### src/rtl/fwd_hazard_ctrl.sv
// Forwarding-select and load-use stall controller for the 5-stage MIPS pipeline.
// Tracks destination metadata through ID/EX, EX/MEM and MEM/WB.
module fwd_hazard_ctrl #(
   parameter int unsigned CNT_W = 16
) (
   input  logic             clk,
   input  logic             rst,
   input  logic             id_valid,
   input  logic [4:0]       id_rs,
   input  logic [4:0]       id_rt,
   input  logic             id_uses_rs,
   input  logic             id_uses_rt,
   input  logic [4:0]       id_dest,
   input  logic             id_regwrite,
   input  logic             id_memread,
   input  logic             flush,
   output logic [1:0]       fwd_a_sel,
   output logic [1:0]       fwd_b_sel,
   output logic             stall,
   output logic [CNT_W-1:0] stall_cnt
);

   localparam int unsigned REG_W = 5;
   localparam logic [1:0] SEL_RF  = 2'b00;
   localparam logic [1:0] SEL_MEM = 2'b01;
   localparam logic [1:0] SEL_WB  = 2'b10;

   typedef struct packed {
      logic             valid;
      logic [REG_W-1:0] rs;
      logic [REG_W-1:0] rt;
      logic             uses_rs;
      logic             uses_rt;
      logic [REG_W-1:0] dest;
      logic             regwrite;
      logic             memread;
   } ex_stage_t;

   typedef struct packed {
      logic             valid;
      logic [REG_W-1:0] dest;
      logic             regwrite;
   } wr_stage_t;

   ex_stage_t ex_q;
   ex_stage_t id_c;
   wr_stage_t mem_q;
   wr_stage_t wb_q;
   logic      bubble_c;

   // A later stage can supply src when it holds a live, non-$0 write to it.
   function automatic logic producer_hit(input wr_stage_t p, input logic [REG_W-1:0] src);
      return p.valid & p.regwrite & (p.dest != '0) & (p.dest == src);
   endfunction

   always_comb begin
      id_c = '{valid:    id_valid,
               rs:       id_rs,
               rt:       id_rt,
               uses_rs:  id_uses_rs,
               uses_rt:  id_uses_rt,
               dest:     id_dest,
               regwrite: id_regwrite,
               memread:  id_memread};
   end

   // Load-use hazard; a flush kills the consumer so no stall is needed.
   always_comb begin
      stall = id_valid & ex_q.valid & ex_q.memread & (ex_q.dest != '0) &
              ((id_uses_rs & (id_rs == ex_q.dest)) | (id_uses_rt & (id_rt == ex_q.dest))) &
              ~flush;
      bubble_c = stall | flush;
   end

   // Operand selects; the younger producer in EX/MEM wins over MEM/WB.
   always_comb begin
      fwd_a_sel = SEL_RF;
      fwd_b_sel = SEL_RF;
      if (ex_q.valid && ex_q.uses_rs) begin
         if (producer_hit(mem_q, ex_q.rs))     fwd_a_sel = SEL_MEM;
         else if (producer_hit(wb_q, ex_q.rs)) fwd_a_sel = SEL_WB;
      end
      if (ex_q.valid && ex_q.uses_rt) begin
         if (producer_hit(mem_q, ex_q.rt))     fwd_b_sel = SEL_MEM;
         else if (producer_hit(wb_q, ex_q.rt)) fwd_b_sel = SEL_WB;
      end
   end

   always_ff @(posedge clk or posedge rst) begin
      if (rst) begin
         ex_q  <= '0;
         mem_q <= '0;
         wb_q  <= '0;
      end else begin
         mem_q <= '{valid: ex_q.valid, dest: ex_q.dest, regwrite: ex_q.regwrite};
         wb_q  <= mem_q;
         ex_q  <= bubble_c ? '0 : id_c;
      end
   end

   // Saturating stall-cycle counter.
   always_ff @(posedge clk or posedge rst) begin
      if (rst) begin
         stall_cnt <= '0;
      end else if (stall && (stall_cnt != {CNT_W{1'b1}})) begin
         stall_cnt <= stall_cnt + CNT_W'(1);
      end
   end

endmodule

### config.mk
export PLATFORM = sky130hd
export DESIGN_NAME = fwd_hazard_ctrl
export DESIGN_NICKNAME = d
export VERILOG_FILES = /design/src/rtl/fwd_hazard_ctrl.sv
export SDC_FILE = /design/constraint.sdc
export NUM_CORES = 1
export LEC_CHECK = 0
export ABC_CLOCK_PERIOD_IN_PS = 4600
export CORE_MARGIN = 2
export CORE_UTILIZATION = 50
export DETAILED_ROUTE_END_ITERATION = 7
export GPL_TIMING_DRIVEN = 0
export PLACE_DENSITY_LB_ADDON = 0.08
export SYNTH_ARGS = -nofsm -noshare
export SYNTH_HDL_FRONTEND = slang
export SYNTH_SLANG_ARGS = --single-unit
### constraint.sdc
create_clock -name clk -period 4.6 [get_ports clk]
set_clock_uncertainty 0.2 [all_clocks]
set_input_delay 0.46 -clock clk [delete_from_list [all_inputs] [get_ports clk]]
set_output_delay 0.46 -clock clk [all_outputs]
set_load 0.03 [all_outputs]
Yosys cells after proc, flatten, opt, wreduce, memory -nomap -nowiden
Cells that the tools add are included.
{ "word_totals": {"regBits": 50, "word_cells": 54} }
{ "op_classes": {"addsub": 1, "n_eq_ne": 7, "mux": 7, "bitwise": 18, "reduce_logical": 6} }
{ "ops": {"columns": ["operator", "count"], "rows": [
  ["5-bit == test", 6],
  ["20-bit 2-to-1 mux", 1],
  ["16-bit by 1-bit adder with 16-bit output, second input constant", 1],
  ["16-bit != test, second input constant", 1],
  ["1-bit AND", 15],
  ["5-bit nonzero test", 3],
  ["2-bit 2-to-1 mux", 6],
  ["1-bit logical AND", 3],
  ["1-bit OR", 2],
  ["1-bit inverter", 1]
]} }

Logic depth before layout (Yosys ltp)
{ "depth": {"ltp_word": 7, "mapped_depth": 6} }

Least setup slack after synthesis
OpenSTA, ideal clock, no wires.
{ "synth_path": {"path_type": "reg2out", "start": "register mem_q[2] in the netlist's numbering", "end": "output fwd_a_sel[1]", "arrival_time_ns": 1.902, "required_ns": 3.940, "path_slack_ns": 2.038, "path_stages_with_launch": 5, "path_buffers": 0, "cell_sequence": "dfrtp_1 -> or4_1 -> o211ai_1 -> nor4_1 -> nor3_1"} }
{ "synth_between": {"elab_chain_len": 5, "elab_cells_between_ends": 6, "cone_classes": "eq/ne: 1; mux: 2; bitwise: 2; reduce/logical: 1"} }
{ "synth_lines": {"columns": ["item", "line_no", "source"], "rows": [
  ["start, declared", "47", "wr_stage_t mem_q;"],
  ["start signal, assigned", "95", "mem_q <= '{valid: ex_q.valid, dest: ex_q.dest, regwrite: ex_q.regwrite};"],
  ["5-bit nonzero test", "53", "return p.valid & p.regwrite & (p.dest != '0) & (p.dest == src);"],
  ["1-bit AND", "53", null],
  ["1-bit AND *", "53", null],
  ["2-bit 2-to-1 mux *", "80", "if (producer_hit(mem_q, ex_q.rs)) fwd_a_sel = SEL_MEM;"],
  ["2-bit 2-to-1 mux *", "79", "if (ex_q.valid && ex_q.uses_rs) begin"],
  ["end, declared", "17", "output logic [1:0] fwd_a_sel,"]
]} }
Every way passes the cells marked *; elsewhere a longest branch is shown, timed or not.

Worst setup path in the final report
{ "layout_path": {"start": "input id_rs[1]", "end": "output stall"} }
{ "layout_between": {"elab_chain_len": 5} }
{ "layout_lines": {"columns": ["item", "line_no", "source"], "rows": [
  ["start, declared", "9", "input logic [4:0] id_rs,"],
  ["5-bit == test", "70", "((id_uses_rs & (id_rs == ex_q.dest)) | (id_uses_rt & (id_rt == ex_q.dest))) &"],
  ["1-bit AND", "70", null],
  ["1-bit OR", "70", null],
  ["1-bit AND", "69", "stall = id_valid & ex_q.valid & ex_q.memread & (ex_q.dest != '0) &"],
  ["1-bit AND", "70", null],
  ["end, declared", "19", "output logic stall,"]
]} }
Every way passes these cells.

==> results.json <==
{
  "status": "finished, final reports clean",
  "worst_setup_hold_path_clk_slew_ps": 80,
  "hp-start": "ex_q[1]",
  "setup_viol_count_final": 0,
  "place_hpwl_mm": 3.46,
  "remaining_drc_errors": 0,
  "share_of_synthesized_registers_carrying_an_async_set_or_reset_pct": 100,
  "std_cell_rows": 24,
  "core_mm2": 0.00438,
  "worstRegToRegCells": 6,
  "layout.cells.most_common_list": "sky130_fd_sc_hd__dfrtp_1, sky130_fd_sc_hd__clkdlybuf4s50_1, sky130_fd_sc_hd__xnor2_1",
  "drt.antenna.violating_nets": 0,
  "worst_skew_pair.late_latency_ps": 300,
  "synth_top_family_by_area": "simple AND/OR/NAND/NOR gates",
  "io_pins": 44,
  "synthDominantCellAreaShare_pct": 54.9,
  "arrival_ps": 2760,
  "seq_power_share_pct": 51.1,
  "place_worst_setup_slack_ps": 1180,
  "initialDrtViolationCount": 42,
  "avgSynthCellArea_um2": 11.9,
  "worst_ep_required_time_ps": 3940,
  "power_density_mw_per_mm2": 314,
  "max_cap_violations": 0,
  "synth-compound-area-share_pct": 4.23,
  "syn-instance-count": 192,
  "seq_area_frac_synth_pct": 54.9,
  "cts_max_level": 2,
  "finalWorstPathRequiredPeriod_ps": 3420,
  "cts_buffer_depth": 2,
  "post-route-cell-area_mm2": 0.00294,
  "port_buffers": 43,
  "via_per_inst": 5.34,
  "synthesis.area_mm2": 0.00228,
  "muxShareOfSynthArea_pct": 1.65,
  "library_cells_used_by_synthesis": 37,
  "power.combinational.fraction_pct": 8.4,
  "number_of_synthesized_register_bits": 50,
  "final_common_cell": "sky130_fd_sc_hd__dfrtp_1",
  "most_utilized_layer_in_the_global_route_result": "met2",
  "global_route.usage.met1_pct": 27.6,
  "clock_root_buffer": "sky130_fd_sc_hd__clkbuf_8",
  "worst_setup_path_start_kind": "input pin",
  "post_drt_wl_per_cell_um": 15.2,
  "cts_buffers": 5,
  "pwr-share-clk_pct": 40.5,
  "cts_resized": 0,
  "die_x_um": 71.5,
  "slew-limit-headroom_pct": 63.5,
  "crit_path_max_fanout": 10,
  "grt.overflow.total": 0,
  "synth-simple-area-share_pct": 21.5,
  "gp_congestion": 0.785,
  "r2r_start": "stall_cnt[0]",
  "die_height_um": 71.5,
  "top_reg_cell_synth": "sky130_fd_sc_hd__dfrtp_1",
  "internal_power_uw": 730,
  "drt_pass1_iterations": 4,
  "post-cts-setup-buffer-count": 0,
  "final_min_period_over_clock_period_pct": 74.4,
  "synthToLayoutAreaGrowth_pct": 28.9,
  "final_layout_size_suffix_gt1_share_pct": 9.43,
  "synth_enable_flop_cells": 0,
  "grt_max_degree": 40,
  "critPathLaunch": "id_rs[1]",
  "synth-xor-area-share_pct": 16.1,
  "end_kind": "primary output",
  "yosys-top-cells-area": "sky130_fd_sc_hd__dfrtp_1, sky130_fd_sc_hd__xnor2_1, sky130_fd_sc_hd__and2_1",
  "grt.met3_usage_pct": 4.22,
  "synth_largest_area_cell": "sky130_fd_sc_hd__dfrtp_1",
  "grt_antenna_before_repair": 0,
  "ir_worst_vdd_v": 0.000201,
  "fin_util_pct": 67.0,
  "grt_setup_unrepaired": "false",
  "tritoncts_num_sinks": 50,
  "synth_fp_nets": 216,
  "floorplan.initialDensity_pct": 52.0,
  "adder_and_majority_cell_fraction_of_the_synthesized_area_pct": 0.549,
  "switchingPower_uw": 192,
  "worst_hold_class": "reg -> reg",
  "count_of_hold_buffers_inserted_by_post_cts_repair": 0,
  "clock.fmax_mhz": 292,
  "timing.setup.critical_path_class": "in -> out",
  "finalNetCount": 267,
  "timing.final.max_slew_violations": 0,
  "total_leakage_power_uw": 0.00124,
  "dr_total_vias": 1582,
  "min_path_cells": 0,
  "diodes": 0,
  "detailed_route_wire_length_mm": 4.50,
  "layout_setup_ws_ps": 1180,
  "p_sw_share_pct": 20.8,
  "dpl_cell_area_mm2": 0.00280,
  "tightest_slew_ps": 544,
  "grt_pass1_vias": 1624,
  "report.power.total_uw": 922,
  "global_route.usage.total_pct": 19.6,
  "cts_tree": "done",
  "grt_pass1_wl_mm": 7.67,
  "setup_tns_after_final_layout_ps": 0,
  "finalHoldViolations": 0,
  "yosys_warnings": 0,
  "total_die_area_mm2": 0.00512,
  "layout.filler_cells": 333,
  "groute.layer.met2.usage_pct": 29.7
}
[Yosys cell counts, drive strengths merged, types with 2 or more instances]
cell type  count
nor2b          2
nor3           3
xor2          13
a21oi          3
mux2           3
xnor2         29
nand2          5
or4            3
o211ai         2
o21ai          2
and2          22
nand4         12
dfrtp         50
nor4b          2
clkbuf         2
and4           2
buf            2
nor2           5
nand3         11
and3           4
nor4           4
[worst paths after layout]
check	to	slack, ps
worst max-delay path	stall	1180
worst min-delay path	mem_q[0]	160
worst max register to register	stall_cnt[14]	2230
worst min register to register	mem_q[0]	160
max in group asynchronous	wb_q[6]	3500
min in group asynchronous	stall_cnt[1]	210
[cells by family after synthesis]
kind of cell | count (synthesis)
AOI/OAI and AO/OA | 11
and+or+nand+nor | 80
adders and majority gates | 1
muxes | 3
DFF | 50
buffers and inverters | 5
xor gates and xnor gates | 42
[critical path, stage by stage]
cell                              delay (ps)
sky130_fd_sc_hd__clkdlybuf4s50_1         510
sky130_fd_sc_hd__xnor2_1                 140
sky130_fd_sc_hd__nand4_1                 120
sky130_fd_sc_hd__o22ai_2                 410
sky130_fd_sc_hd__buf_2                   300
sky130_fd_sc_hd__and2_1                  150
sky130_fd_sc_hd__clkdlybuf4s50_1         660
[layer usage]
layer,routed length [um],share of wire (%)
met2,2120,47
met3,189,4.2
met1,2120,47
met5,0,0
met4,73,1.6
[power by group through the flow]
stage / clock network [uW] / registers [uW] / logic [uW]
5_1_grt: 395 / 474 / 86.3
6_report: 373 / 471 / 77.5
3_3_place_gp: 0 / 479 / 74.4
2_1_floorplan: 0 / 476 / 45.2
4_1_cts: 381 / 471 / 78.9
3_5_place_dp: 0 / 480 / 78.7
[state kept, by name (all words and copies together) (netlist names)]
name	count
stall_cnt	16
ex_q	20
mem_q	7
wb_q	7
[final cells by class]
type / count / area, um2 / share of cell area (%)
Sequential cell: 50 / 1250 / 42.6
Multi-Input combinational cell: 137 / 1000 / 34.2
Timing Repair Buffer: 44 / 450 / 15.3
Clock buffer: 6 / 82.6 / 2.81
Tap cell: 52 / 65.1 / 2.21
Clock inverter: 2 / 60.1 / 2.04
Buffer: 4 / 20.0 / 0.681
Inverter: 1 / 3.75 / 0.128
[stage by stage]
stage | hold WS [ps] | std cells
after detailed placement | 136 | 288
after floorplan | 131 | 192
after global routing | 180 | 296
after CTS | 161 | 296
final | 156 | 296
after global placement | 141 | 287
Note: power is estimated with default switching activity, not from simulation.
